$ cat src/rtl/led_shift_scan_ctrl.sv
// LED pattern shifter with a multiplexed common-anode 7-segment status display.
// The pattern rotates left, right, ping-pong (bounce) or holds, stepping on a
// slow/fast clock-enable prescaler. All rates are derived from CLK by counters.
// Ports:
//   CLK        system clock
//   RESET      synchronous reset, active-high
//   MODE_SEL   00 rotate-left, 01 rotate-right, 10 bounce, 11 hold
//   SPEED_SEL  0 slow (SLOW_DIV), 1 fast (FAST_DIV)
//   LOAD       single-cycle strobe replacing the pattern with LOAD_DATA
//   LOAD_DATA  pattern to load
//   LED        current pattern (registered)
//   STEP_TICK  high in the cycle LED shows a newly shifted value (registered)
//   SEGMENT    active-low {dp,g,f,e,d,c,b,a} (registered)
//   ENABLE     active-low one-cold digit select (registered)
module led_shift_scan_ctrl #(
  parameter int unsigned      LED_W    = 16,
  parameter int unsigned      DIGITS   = 6,
  parameter int unsigned      SCAN_DIV = 2048,
  parameter int unsigned      FAST_DIV = 524288,
  parameter int unsigned      SLOW_DIV = 2097152,
  parameter logic [LED_W-1:0] RST_PAT  = LED_W'(16'hFFF0)
) (
  input  logic              CLK,
  input  logic              RESET,
  input  logic [1:0]        MODE_SEL,
  input  logic              SPEED_SEL,
  input  logic              LOAD,
  input  logic [LED_W-1:0]  LOAD_DATA,
  output logic [LED_W-1:0]  LED,
  output logic              STEP_TICK,
  output logic [7:0]        SEGMENT,
  output logic [DIGITS-1:0] ENABLE
);

  localparam int unsigned MAX_DIV = (SLOW_DIV > FAST_DIV) ? SLOW_DIV : FAST_DIV;
  localparam int unsigned CNT_W   = $clog2(MAX_DIV + 1);
  localparam int unsigned SCAN_W  = $clog2(SCAN_DIV);
  localparam int unsigned DIG_W   = $clog2(DIGITS);
  localparam int unsigned BCNT_W  = $clog2(LED_W);

  localparam logic [1:0] MODE_LEFT   = 2'b00;
  localparam logic [1:0] MODE_RIGHT  = 2'b01;
  localparam logic [1:0] MODE_BOUNCE = 2'b10;

  localparam logic [7:0] SEG_S     = 8'b10010010;
  localparam logic [7:0] SEG_F     = 8'b10001110;
  localparam logic [7:0] SEG_L     = 8'b11000111;
  localparam logic [7:0] SEG_R     = 8'b10101111;
  localparam logic [7:0] SEG_B     = 8'b10000011;
  localparam logic [7:0] SEG_H     = 8'b10001001;
  localparam logic [7:0] SEG_BLANK = 8'hFF;

  typedef enum logic {DIR_LEFT = 1'b0, DIR_RIGHT = 1'b1} dir_e;

  logic [LED_W-1:0]  led_q,   led_d;
  logic              tick_q,  tick_d;
  logic [7:0]        seg_q,   seg_d;
  logic [DIGITS-1:0] en_q,    en_d;
  logic [CNT_W-1:0]  cnt_q,   cnt_d;
  logic              speed_q, speed_d;
  logic [SCAN_W-1:0] scan_q,  scan_d;
  logic [DIG_W-1:0]  dig_q,   dig_d;
  logic [BCNT_W-1:0] bcnt_q,  bcnt_d;
  dir_e              dir_q,   dir_d;

  logic [CNT_W-1:0]  div_c;
  logic              step_c;
  logic [LED_W-1:0]  rotl_c, rotr_c;

  // Segment pattern for a digit given the live speed/mode and bounce direction.
  function automatic logic [7:0] seg_code(input logic [DIG_W-1:0] dig,
                                          input logic             spd,
                                          input logic [1:0]       mode,
                                          input dir_e             dir);
    logic [7:0] code;
    code = SEG_BLANK;
    if (dig == DIG_W'(0)) begin
      code = spd ? SEG_F : SEG_S;
    end else if (dig == DIG_W'(1)) begin
      case (mode)
        MODE_LEFT:   code = SEG_L;
        MODE_RIGHT:  code = SEG_R;
        MODE_BOUNCE: code = (dir == DIR_RIGHT) ? {1'b0, SEG_B[6:0]} : SEG_B;
        default:     code = SEG_H;
      endcase
    end
    return code;
  endfunction

  // State registers.
  always_ff @(posedge CLK) begin
    if (RESET) begin
      led_q   <= RST_PAT;
      tick_q  <= 1'b0;
      seg_q   <= SPEED_SEL ? SEG_F : SEG_S;
      en_q    <= ~DIGITS'(1);
      cnt_q   <= '0;
      speed_q <= SPEED_SEL;
      scan_q  <= '0;
      dig_q   <= '0;
      bcnt_q  <= '0;
      dir_q   <= DIR_LEFT;
    end else begin
      led_q   <= led_d;
      tick_q  <= tick_d;
      seg_q   <= seg_d;
      en_q    <= en_d;
      cnt_q   <= cnt_d;
      speed_q <= speed_d;
      scan_q  <= scan_d;
      dig_q   <= dig_d;
      bcnt_q  <= bcnt_d;
      dir_q   <= dir_d;
    end
  end

  // Next-state: prescaler, pattern/bounce control and display scan.
  always_comb begin
    led_d   = led_q;
    tick_d  = 1'b0;
    cnt_d   = cnt_q;
    speed_d = SPEED_SEL;
    scan_d  = scan_q;
    dig_d   = dig_q;
    bcnt_d  = bcnt_q;
    dir_d   = dir_q;
    step_c  = 1'b0;

    div_c  = SPEED_SEL ? CNT_W'(FAST_DIV) : CNT_W'(SLOW_DIV);
    rotl_c = {led_q[LED_W-2:0], led_q[LED_W-1]};
    rotr_c = {led_q[0], led_q[LED_W-1:1]};

    // A speed change or an out-of-range count (slow->fast) restarts without a step.
    if ((SPEED_SEL != speed_q) || (cnt_q >= div_c)) begin
      cnt_d = '0;
    end else if (cnt_q == div_c - CNT_W'(1)) begin
      cnt_d  = '0;
      step_c = 1'b1;
    end else begin
      cnt_d = cnt_q + CNT_W'(1);
    end

    if (LOAD) begin
      led_d  = LOAD_DATA;
      bcnt_d = '0;
    end else if (step_c) begin
      case (MODE_SEL)
        MODE_LEFT: begin
          led_d  = rotl_c;
          tick_d = 1'b1;
        end
        MODE_RIGHT: begin
          led_d  = rotr_c;
          tick_d = 1'b1;
        end
        MODE_BOUNCE: begin
          led_d  = (dir_q == DIR_LEFT) ? rotl_c : rotr_c;
          tick_d = 1'b1;
          // LED_W-1 steps per sweep, then reverse.
          if (bcnt_q == BCNT_W'(LED_W - 2)) begin
            bcnt_d = '0;
            dir_d  = (dir_q == DIR_LEFT) ? DIR_RIGHT : DIR_LEFT;
          end else begin
            bcnt_d = bcnt_q + BCNT_W'(1);
          end
        end
        default: ;
      endcase
    end

    // Outside bounce the sweep state is parked so re-entry starts fresh.
    if (MODE_SEL != MODE_BOUNCE) begin
      bcnt_d = '0;
      dir_d  = DIR_LEFT;
    end

    if (scan_q == SCAN_W'(SCAN_DIV - 1)) begin
      scan_d = '0;
      dig_d  = (dig_q == DIG_W'(DIGITS - 1)) ? '0 : dig_q + DIG_W'(1);
    end else begin
      scan_d = scan_q + SCAN_W'(1);
    end

    // Select and data are both derived from the next digit, so they change together.
    en_d  = ~(DIGITS'(1) << dig_d);
    seg_d = seg_code(dig_d, SPEED_SEL, MODE_SEL, dir_d);
  end

  assign LED       = led_q;
  assign STEP_TICK = tick_q;
  assign SEGMENT   = seg_q;
  assign ENABLE    = en_q;

endmodule

$ cat config.mk
export PLATFORM = sky130hd
export DESIGN_NAME = led_shift_scan_ctrl
export DESIGN_NICKNAME = d
export VERILOG_FILES = /design/src/rtl/led_shift_scan_ctrl.sv
export SDC_FILE = /design/constraint.sdc
export NUM_CORES = 1
export LEC_CHECK = 0
export ABC_CLOCK_PERIOD_IN_PS = 2700
export CAP_MARGIN = 15
export CORE_AREA = 10 10 87 97
export CTS_CLUSTER_SIZE = 10
export DETAILED_ROUTE_END_ITERATION = 10
export DIE_AREA = 0 0 97 107
export GPL_TIMING_DRIVEN = 0
export HOLD_SLACK_MARGIN = 0.03
export PLACE_DENSITY = 0.77
export SLEW_MARGIN = 20
export SYNTH_ARGS = -nofsm -noshare
export SYNTH_HDL_FRONTEND = slang
export SYNTH_SLANG_ARGS = --single-unit
$ cat constraint.sdc
create_clock -name CLK -period 2.7 [get_ports CLK]
set_clock_uncertainty 0.05 [all_clocks]
set_input_delay 0.54 -clock CLK [delete_from_list [all_inputs] [get_ports CLK]]
set_output_delay 0.54 -clock CLK [all_outputs]
set_load 0.1 [all_outputs]
==> flow_metrics.env, run 1 <==
export IMPL_synthFlopType="dfxtp_1"
export IMPL_switchingPower_uw=668
export IMPL_grt_usage=0.153
export IMPL_area_delta_synth_final_pct=26.1
export IMPL_clock_power_share=0.383
export IMPL_slew_headroom=0.330
export IMPL_tns_ns=0
export IMPL_synth_area_leader_cell="dfxtp_1"
export IMPL_routed_wl_um=8000
export IMPL_grt_max_degree=12
export IMPL_nets=465
export IMPL_dieHeight_um=107
export IMPL_ys_top_cells_by_area="dfxtp_1, nor2_1, a211o_1"
export IMPL_num_vias=2921
export IMPL_slowest_stage="clkdlybuf4s50_1"
export IMPL_drc_errors=0
export IMPL_ctsLongestPathBuffers=2
export IMPL_netSwitchingFraction=0.276
export IMPL_yosysSeqAreaShare=0.433
export IMPL_finalInstanceArea_sq_um=4200
export IMPL_pwr_share_seq=0.461
export IMPL_fp_coreArea_sq_um=6480
export IMPL_clkTransAtPathRegs_ns=0.07
export IMPL_antenna_cells=0
export IMPL_preCtsSetupSlack_ns=-0.515
export IMPL_synth_cells=372
export IMPL_hpwlAfterDp_um=5750
export IMPL_cts_setup_buffers=0
export IMPL_setup_violations=0
export IMPL_gp_congestion=0.816
export IMPL_grt_overflow=0
export IMPL_status="finished, final reports clean"
export IMPL_synth_warning_count=0
export IMPL_grt_pass1_vias=2893
export IMPL_p_leak_uw=0.00150
export IMPL_fin_crit_sh=0.942
export IMPL_critical_path_top_delay_family="buffers and inverters"
export IMPL_cts_root_buffer="clkbuf_8"
export IMPL_syn_avg_cell_area_sq_um=8.95
export IMPL_rows=31
export IMPL_tritoncts="done"
export IMPL_ir_drop_mv=0.409
export IMPL_power_density_nw_per_um2=577
export IMPL_worstPathArrival_ns=1.95
export IMPL_synth_seq_cells=72
export IMPL_cap_violations=0
export IMPL_port_buffers=51
export IMPL_postCtsHoldBufs=0
export IMPL_dr_pass1_iters=4
export IMPL_synth_top_area_frac=0.433
export IMPL_power_internal_uw=1750
export IMPL_ff2ff_setup_slack_ns=0.33
export IMPL_rsz0062_at_grt="no"
export IMPL_dr_first_iter_drc_count=136
export IMPL_grt_pass1_wl_um=13500
export IMPL_dieArea_sq_um=10400
export IMPL_final_common_cell="dfxtp_1"
export IMPL_antenna_found_initial=0
export IMPL_cts_sinks=72
export IMPL_cp_end_kind="primary output"
export IMPL_max_stage_delay_ns=1.18
export IMPL_wl_per_cell_um=15.3
export IMPL_synth_edf_count=0
export IMPL_power_uw=2420
export IMPL_hold_class="reg -> reg"
export IMPL_fin_crit_ns=2.54
export IMPL_synthArstFlopShare=0
export IMPL_maxSlewViolCount=0
export IMPL_p_comb_frac=0.156
export IMPL_path_cells="clkdlybuf4s50_1"
export IMPL_avgViaCountPerCell=5.61
export IMPL_path_buf_inv=1
export IMPL_hold_violations=0
export IMPL_synth_distinct_cells=49
export IMPL_drive_gt1_frac=0.0706
export IMPL_fin_ws_ns=0.157
export IMPL_htree_levels=3
export IMPL_ant_nets=0
export IMPL_synth_fp_nets=403
export IMPL_die_w_um=97
export IMPL_layout_common_cells="dfxtp_1, clkdlybuf4s50_1, nor2_1"
export IMPL_cp_max_fo=4
export IMPL_io_pins=53
export IMPL_critPathKind="reg -> out"
export IMPL_fill_cells=547
export IMPL_cp_start_kind="flop"
export IMPL_worstPathRequired_ns=2.11
export IMPL_max_slew_worst_pin_slew_ns=1.00
export IMPL_dpl_cell_area_sq_um=3940
export IMPL_syn_cell_area_sq_um=3330
export IMPL_cts_buffers=9
export IMPL_clkLatencyLatePin_ns=0.35
export IMPL_max_freq_mhz=393
export IMPL_start_util=0.514
sequential cells by signal, summed over array words and instances, names as in the netlist:
name,count
cnt_q,22
LED,16
scan_q,11
SEGMENT,8
ENABLE,5
bcnt_q,4
dig_q,3
STEP_TICK,1
dir_q,1
speed_q,1
through the flow:
step | cells | hold slack, ns | utilization
after floorplan | 372 | 0.380 | -
after detailed placement | 505 | 0.404 | 0.608
final | 521 | 0.416 | 0.648
after global placement | 505 | 0.396 | 0.608
after CTS | 521 | 0.421 | 0.644
after global routing | 521 | 0.436 | 0.648
per-layer routing:
metal,vias up,global-route usage,part of all wire
met3,17,0.0347,0.053
met4,0,0.0886,0.026
met1,1375,0.174,0.43
met2,75,0.259,0.49
li1,1454,-,-
met5,-,0,0
power by group through the flow:
stage | clock network (uW) | logic [uW] | registers (uW)
after floorplan | 0 | 118 | 1280
after global placement | 0 | 366 | 1140
after detailed placement | 0 | 370 | 1140
after CTS | 942 | 374 | 1120
after global routing | 990 | 401 | 1120
final | 929 | 377 | 1120
cell type report:
type	instances	area (sq um)	area share
buffer	19	85.1	0.0203
clock buffer	13	149	0.0355
clock inverter	3	65.1	0.0155
inverter	16	60.1	0.0143
multi-input combinational	265	1780	0.425
sequential	72	1440	0.343
tap	82	103	0.0244
timing repair buffer	51	509	0.121
synthesized netlist by cell type, types with 2 or more instances:
library cell  number
dfxtp_1           72
and3_1             6
or3_1              3
a21oi_1           14
xor2_1            17
nand3_1           15
o21ai_0            3
or2_2              3
nor3_1            20
or4b_1             2
o21a_1             2
nor2b_1           14
nand4_1           11
nor2_1            45
a221oi_1          16
xnor2_1           16
ha_1               9
a211o_1           17
inv_1             16
or4_1              2
nor4_1             3
clkbuf_1          17
nand2_1           22
o31ai_1            2
worst paths after layout:
| path | start | endpoint | cells past startpoint |
|---|---|---|---|
| min | scan_q[0]$_SDFF_PP0_ | scan_q[0]$_SDFF_PP0_ | 1 |
| min reg2reg | scan_q[0]$_SDFF_PP0_ | scan_q[0]$_SDFF_PP0_ | 1 |
| max reg2reg | cnt_q[0]$_SDFF_PP0_ | LED[2]$_SDFFE_PP0P_ | 7 |
| max | LED[4]$_SDFFE_PP1P_ | LED[4] | 1 |
cell families (layout without fill, tap and decap cells):
group	Yosys count	count (layout)	share of synthesized area
DFF	72	72	0.433
buffers and inverters	35	102	0.0410
adders and majority gates	10	10	0.0368
and+or+nand+nor	159	159	0.255
xor gates and xnor gates	33	33	0.0868
AOI/OAI and AO/OA	63	63	0.147
what timing repair did:
action                                  4_1_cts  5_1_grt
endpoints found under the setup margin       38       16
resized for setup                             4       13
pin swaps                                     0        1
Note: power is estimated with default switching activity, not from simulation.
==> run 2, diff against run 1 <==
--- a/config.mk
+++ b/config.mk
@@ -5,15 +5,16 @@
 export SDC_FILE = /design/constraint.sdc
 export NUM_CORES = 1
 export LEC_CHECK = 0
+export ABC_AREA = 1
 export ABC_CLOCK_PERIOD_IN_PS = 2700
 export CAP_MARGIN = 15
-export CORE_AREA = 10 10 87 97
+export CORE_AREA = 10 10 92 102
 export CTS_CLUSTER_SIZE = 10
 export DETAILED_ROUTE_END_ITERATION = 10
-export DIE_AREA = 0 0 97 107
+export DIE_AREA = 0 0 102 112
 export GPL_TIMING_DRIVEN = 0
 export HOLD_SLACK_MARGIN = 0.03
-export PLACE_DENSITY = 0.77
+export PLACE_DENSITY = 0.78
 export SLEW_MARGIN = 20
 export SYNTH_ARGS = -nofsm -noshare
 export SYNTH_HDL_FRONTEND = slang
==> flow_metrics.env, run 2 <==
export IMPL_regMostFlops="cnt_q"
export IMPL_synthXorXnorAreaFrac=0.0403
export IMPL_critical_path_top_delay_family="buffers and inverters"
export IMPL_cts_setup_buffers=0
export IMPL_postLayoutCoreUtil=0.643
export IMPL_synthMuxAreaShare=0
export IMPL_post_synth_top_count_cell="nand2_1"
export IMPL_power_internal_uw=1660
export IMPL_drive_gt1_frac=0.131
export IMPL_fin_crit_sh=0.947
export IMPL_clkTransAtPathRegs_ns=0.08
export IMPL_p_leak_uw=0.00204
export IMPL_slowest_stage="clkdlybuf4s50_1"
export IMPL_synth_top_area_frac=0.369
export IMPL_ctsLongestPathBuffers=2
export IMPL_path_buf_inv=1
export IMPL_cts_sinks=72
export IMPL_grt_usage=0.162
export IMPL_synth_commonest_cells="nand2_1, dfxtp_1, nor2_1"
export IMPL_dieArea_sq_um=11400
export IMPL_tritoncts="done"
export IMPL_io_pins=53
export IMPL_whs_ns=0.412
export IMPL_die_w_um=102
export IMPL_power_uw=2430
export IMPL_layout_common_cells="nand2_1, dfxtp_1, nor2_1"
export IMPL_worstPathArrival_ns=1.97
export IMPL_grt_pass1_vias=3425
export IMPL_clkLatencyLatePin_ns=0.35
export IMPL_cts_buffers=9
export IMPL_dr_pass1_iters=4
export IMPL_syn_cell_area_sq_um=3910
export IMPL_hold_violations=0
export IMPL_rows=33
export IMPL_area_delta_synth_final_pct=20.9
export IMPL_drc_errors=0
export IMPL_ys_top_cells_by_area="dfxtp_1, nand2_1, nor2_1"
export IMPL_preCtsSetupSlack_ns=-0.177
export IMPL_clock_power_share=0.355
export IMPL_pwr_share_seq=0.460
export IMPL_grt_max_degree=14
export IMPL_rsz0062_at_grt="no"
export IMPL_dr_first_iter_drc_count=183
export IMPL_netSwitchingFraction=0.318
export IMPL_slew_headroom=0.325
export IMPL_gp_congestion=0.853
export IMPL_syn_avg_cell_area_sq_um=7.11
export IMPL_wl_per_cell_um=12.8
export IMPL_htree_levels=3
export IMPL_fin_crit_ns=2.56
export IMPL_status="finished, final reports clean"
export IMPL_synth_seq_cells=72
export IMPL_grt_pass1_wl_um=15400
export IMPL_synth_edf_count=0
export IMPL_port_buffers=51
export IMPL_routed_wl_um=9000
export IMPL_hold_class="reg -> reg"
export IMPL_grt_overflow=0
export IMPL_critPathKind="reg -> out"
export IMPL_dieHeight_um=112
export IMPL_worstPathRequired_ns=2.11
export IMPL_ant_nets=0
export IMPL_fin_ws_ns=0.142
export IMPL_avgViaCountPerCell=5.10
export IMPL_cts_root_buffer="clkbuf_8"
export IMPL_switchingPower_uw=775
export IMPL_cp_max_fo=4
export IMPL_synthAdderAreaFrac=0.0288
export IMPL_max_stage_delay_ns=1.18
export IMPL_maxSlewViolCount=0
export IMPL_cap_violations=0
export IMPL_p_comb_frac=0.184
export IMPL_yosysSeqAreaShare=0.369
export IMPL_max_freq_mhz=391
export IMPL_largest_register_ffs=22
export IMPL_final_common_cell="nand2_1"
export IMPL_max_slew_worst_pin_slew_ns=1.01
export IMPL_nets=643
export IMPL_synth_cells=550
export IMPL_hpwlAfterDp_um=6830
export IMPL_fp_coreArea_sq_um=7350
export IMPL_antenna_cells=0
export IMPL_synthArstFlopShare=0
export IMPL_path_cells="clkdlybuf4s50_1"
export IMPL_synth_fp_nets=581
export IMPL_synth_distinct_cells=39
export IMPL_num_vias=3589
export IMPL_synth_warning_count=0
export IMPL_power_density_nw_per_um2=515
export IMPL_synth_compound_area_frac=0.0646
export IMPL_synth_top_family_by_area="simple AND/OR/NAND/NOR gates"
export IMPL_cp_start_kind="flop"
export IMPL_antenna_found_initial=0
export IMPL_ir_drop_mv=0.294
export IMPL_postCtsHoldBufs=0
export IMPL_setup_violations=0
export IMPL_synth_area_leader_cell="dfxtp_1"
export IMPL_synthFlopType="dfxtp_1"
export IMPL_yosys_area_share_simple=0.409
export IMPL_start_util=0.532
export IMPL_cp_end_kind="primary output"
-- run 2: changes by cell type after synthesis, sizes merged, moves of 17 or more --
cell,change
nand2,+122
nand3,+58
inv,+47
nor2,+35
o21ai,+21
a211o,-17
-- run 2: final timing paths --
kind / startpoint / endpoint / slack [ns] / depth (start not counted)
setup / recovery: LED[11]$_SDFFE_PP1P_ / LED[11] / 0.14 / 1
hold / removal: scan_q[0]$_SDFF_PP0_ / scan_q[0]$_SDFF_PP0_ / 0.41 / 1
setup reg to reg: scan_q[0]$_SDFF_PP0_ / SEGMENT[7]$_SDFF_PP1_ / 0.72 / 10
hold reg to reg: scan_q[0]$_SDFF_PP0_ / scan_q[0]$_SDFF_PP0_ / 0.41 / 1
-- run 2: logic make-up after synthesis --
family / Yosys count
AND/OR/NAND/NOR: 322
buffers and inverters: 83
flip-flops: 72
AO/OA/AOI/OAI: 46
XOR/XNOR: 18
adder cells (fa/ha/maj): 9
-- run 2: routing by layer --
layer,wire length (um),global-route usage,up-vias
met1,3920,0.189,1636
met2,4530,0.282,64
met5,0,0,-
met4,104,0.0508,0
met3,446,0.0365,13
li1,-,-,1876
-- run 2: power groups by stage --
stage	sequential [uW]	combinational (uW)	clock [uW]
4_1_cts	1120	450	881
3_3_place_gp	1140	442	0
2_1_floorplan	1300	174	0
3_5_place_dp	1140	447	0
6_report	1120	449	865
5_1_grt	1120	484	924
-- run 2: stage by stage --
stage          setup TNS, ns  cell area [sq um]  cells
6_report                   0               4730    704
5_1_grt                    0               4730    704
4_1_cts                    0               4730    704
3_5_place_dp           -1.44               4530    688
3_3_place_gp           -1.00               4530    688
2_1_floorplan              0               3910    550
-- run 2: final cells by class --
| class | instances | area (sq um) |
|---|---|---|
| clock inverter | 6 | 68.8 |
| tap | 87 | 109 |
| clock buffer | 10 | 128 |
| multi-input combinational | 395 | 2120 |
| sequential | 72 | 1440 |
| buffer | 18 | 104 |
| timing repair buffer | 51 | 510 |
| fill | 649 | 2620 |
| inverter | 65 | 244 |
-- run 2: timing repair --
action / 4_1_cts / 5_1_grt
gates resized for setup: 0 / 2
endpoints found under the setup margin: 0 / 1
endpoints found under the hold margin: 0 / 0
==> run 3, diff against run 2 <==
--- a/config.mk
+++ b/config.mk
@@ -6,15 +6,15 @@
 export NUM_CORES = 1
 export LEC_CHECK = 0
 export ABC_AREA = 1
-export ABC_CLOCK_PERIOD_IN_PS = 2700
+export ABC_CLOCK_PERIOD_IN_PS = 3150
 export CAP_MARGIN = 15
-export CORE_AREA = 10 10 92 102
+export CORE_AREA = 2 2 81 91
 export CTS_CLUSTER_SIZE = 10
 export DETAILED_ROUTE_END_ITERATION = 10
-export DIE_AREA = 0 0 102 112
+export DIE_AREA = 0 0 83 93
 export GPL_TIMING_DRIVEN = 0
 export HOLD_SLACK_MARGIN = 0.03
-export PLACE_DENSITY = 0.78
+export PLACE_DENSITY = 0.83
 export SLEW_MARGIN = 20
 export SYNTH_ARGS = -nofsm -noshare
 export SYNTH_HDL_FRONTEND = slang
==> constraint.sdc (replaced) <==
create_clock -name CLK -period 3.15 [get_ports CLK]
set_clock_uncertainty 0.05 [all_clocks]
set_input_delay 0.63 -clock CLK [delete_from_list [all_inputs] [get_ports CLK]]
set_output_delay 0.63 -clock CLK [all_outputs]
set_load 0.1 [all_outputs]
==> flow_metrics.env, run 3 (synthesis results as in run 2) <==
export IMPL_slowest_stage="clkdlybuf4s50_1"
export IMPL_cts_setup_buffers=0
export IMPL_switchingPower_uw=647
export IMPL_clkTransAtPathRegs_ns=0.08
export IMPL_hpwlAfterDp_um=6590
export IMPL_drive_gt1_frac=0.130
export IMPL_cts_buffers=9
export IMPL_grt_pass1_vias=3486
export IMPL_postCtsHoldBufs=0
export IMPL_final_common_cell="nand2_1"
export IMPL_status="finished, final reports clean"
export IMPL_clkLatencyLatePin_ns=0.35
export IMPL_cts_resized=0
export IMPL_worstPathRequired_ns=3.32
export IMPL_dieHeight_um=93
export IMPL_hold_class="reg -> reg"
export IMPL_p_comb_frac=0.186
export IMPL_clock_power_share=0.351
export IMPL_cp_start_kind="input port"
export IMPL_cts_sinks=72
export IMPL_grt_pass1_wl_um=15000
export IMPL_max_freq_mhz=376
export IMPL_dr_pass1_iters=5
export IMPL_cap_violations=0
export IMPL_io_pins=53
export IMPL_avgViaCountPerCell=5.21
export IMPL_max_slew_worst_pin_slew_ns=0.983
export IMPL_fill_cells=581
export IMPL_power_density_nw_per_um2=438
export IMPL_grt_usage=0.234
export IMPL_worstHoldStart="scan_q[0]$_SDFF_PP0_"
export IMPL_ir_drop_mv=0.287
export IMPL_critPathKind="in -> reg"
export IMPL_cp_end_kind="flop"
export IMPL_netSwitchingFraction=0.313
export IMPL_path_cells="clkdlybuf4s50_1 -> inv_1 -> ha_1 -> buf_2 -> a21boi_2 -> clkbuf_1 -> o21ai_0 -> nand2_1 -> nand2_1 -> nand2_2 -> nand3_2"
export IMPL_rsz0062_at_grt="no"
export IMPL_pwr_share_seq=0.464
export IMPL_met1Wirelength_um=3640
export IMPL_antenna_found_initial=0
export IMPL_hold_depth=1
export IMPL_regMostFlops="cnt_q"
export IMPL_ff2ff_setup_slack_ns=1.15
export IMPL_die_w_um=83
export IMPL_tritoncts="done"
export IMPL_hold_violations=0
export IMPL_layout_common_cells="nand2_1, dfxtp_1, nor2_1"
export IMPL_wl_met2_um=4560
export IMPL_nets=643
export IMPL_cts_root_buffer="clkbuf_8"
export IMPL_r2r_end="SEGMENT[7]$_SDFF_PP1_"
export IMPL_start_util=0.571
export IMPL_fp_coreArea_sq_um=6850
export IMPL_worstReg2RegStart="scan_q[0]$_SDFF_PP0_"
export IMPL_antenna_cells=0
export IMPL_tns_ns=0
export IMPL_ant_nets=0
export IMPL_dieArea_sq_um=7720
export IMPL_port_buffers=51
export IMPL_power_internal_uw=1420
export IMPL_maxSlewViolCount=0
export IMPL_cp_common_cell="nand2_1"
export IMPL_largest_register_ffs=22
export IMPL_fin_crit_ns=2.66
export IMPL_dr_first_iter_drc_count=186
export IMPL_drc_errors=0
export IMPL_slew_headroom=0.343
export IMPL_worstPathArrival_ns=2.82
export IMPL_wl_met3_um=360
export IMPL_grt_max_degree=14
export IMPL_top_layer="met4"
export IMPL_fin_crit_sh=0.843
export IMPL_gp_congestion=0.871
export IMPL_setup_violations=0
export IMPL_p_leak_uw=0.00204
export IMPL_ctsLongestPathBuffers=2
export IMPL_postLayoutCoreUtil=0.690
export IMPL_rr_worst_depth=10
export IMPL_area_delta_synth_final_pct=20.8
export IMPL_num_vias=3657
export IMPL_htree_levels=3
export IMPL_routed_wl_um=8670
export IMPL_preCtsSetupSlack_ns=0.195
export IMPL_whs_endpoint="scan_q[0]$_SDFF_PP0_"
export IMPL_grt_overflow=0
export IMPL_wl_per_cell_um=12.4
export IMPL_rows=32
export IMPL_max_stage_delay_ns=0.56
export IMPL_cp_max_fo=10
export IMPL_fin_ws_ns=0.493
-- run 3: cell counts in the layout (fill, tap and decap cells not counted) --
Identical to the previous run, type by type.
-- run 3: worst max-delay path: cells and delay by family --
| family | cells | cell delay (ns) |
|---|---|---|
| fa+ha+maj | 1 | 0.28 |
| compound gates | 2 | 0.45 |
| simple gates | 4 | 0.27 |
| buf+inv | 4 | 1.20 |
-- run 3: per-layer routing --
metal / track usage / vias up
met5: 0 / -
met3: 0.0512 / 12
met1: 0.268 / 1673
met2: 0.421 / 99
met4: 0.0997 / 0
li1: - / 1873
-- run 3: how the worst max path moves through the flow --
stage	startpoint	to	cells past startpoint
after floorplan	MODE_SEL[0]	LED[15]$_SDFFE_PP1P_	10
after global placement	MODE_SEL[0]	LED[4]$_SDFFE_PP1P_	11
after detailed placement	MODE_SEL[0]	LED[15]$_SDFFE_PP1P_	11
after CTS	LED[4]$_SDFFE_PP1P_	LED[4]	1
after global routing	MODE_SEL[1]	LED[4]$_SDFFE_PP1P_	11
final	MODE_SEL[0]	LED[15]$_SDFFE_PP1P_	11
-- run 3: metrics by stage --
| step | hold slack [ns] | cells | power (uW) | instance area (sq um) |
|---|---|---|---|---|
| 4_1_cts | 0.412 | 702 | 2080 | 4720 |
| 6_report | 0.408 | 702 | 2070 | 4720 |
| 3_3_place_gp | 0.381 | 686 | 1360 | 4530 |
| 3_5_place_dp | 0.396 | 686 | 1360 | 4530 |
| 5_1_grt | 0.436 | 702 | 2150 | 4720 |
| 2_1_floorplan | 0.368 | 550 | 1260 | 3910 |
-- run 3: power groups by stage --
stage,logic [uW],clock network (uW),registers (uW)
detailed placement,383,0,980
floorplan,149,0,1110
finish,384,725,959
global placement,377,0,979
global route,412,779,962
CTS,384,741,958
-- run 3: cell type report --
class / count / area (sq um) / share of cell area
multi-input cells: 395 / 2120 / 0.449
clock buffers: 10 / 128 / 0.0270
inverters: 65 / 244 / 0.0517
well taps: 85 / 106 / 0.0225
clock inverters: 6 / 68.8 / 0.0146
plain buffers: 18 / 103 / 0.0217
flip-flops and latches: 72 / 1440 / 0.305
repair buffers: 51 / 510 / 0.108
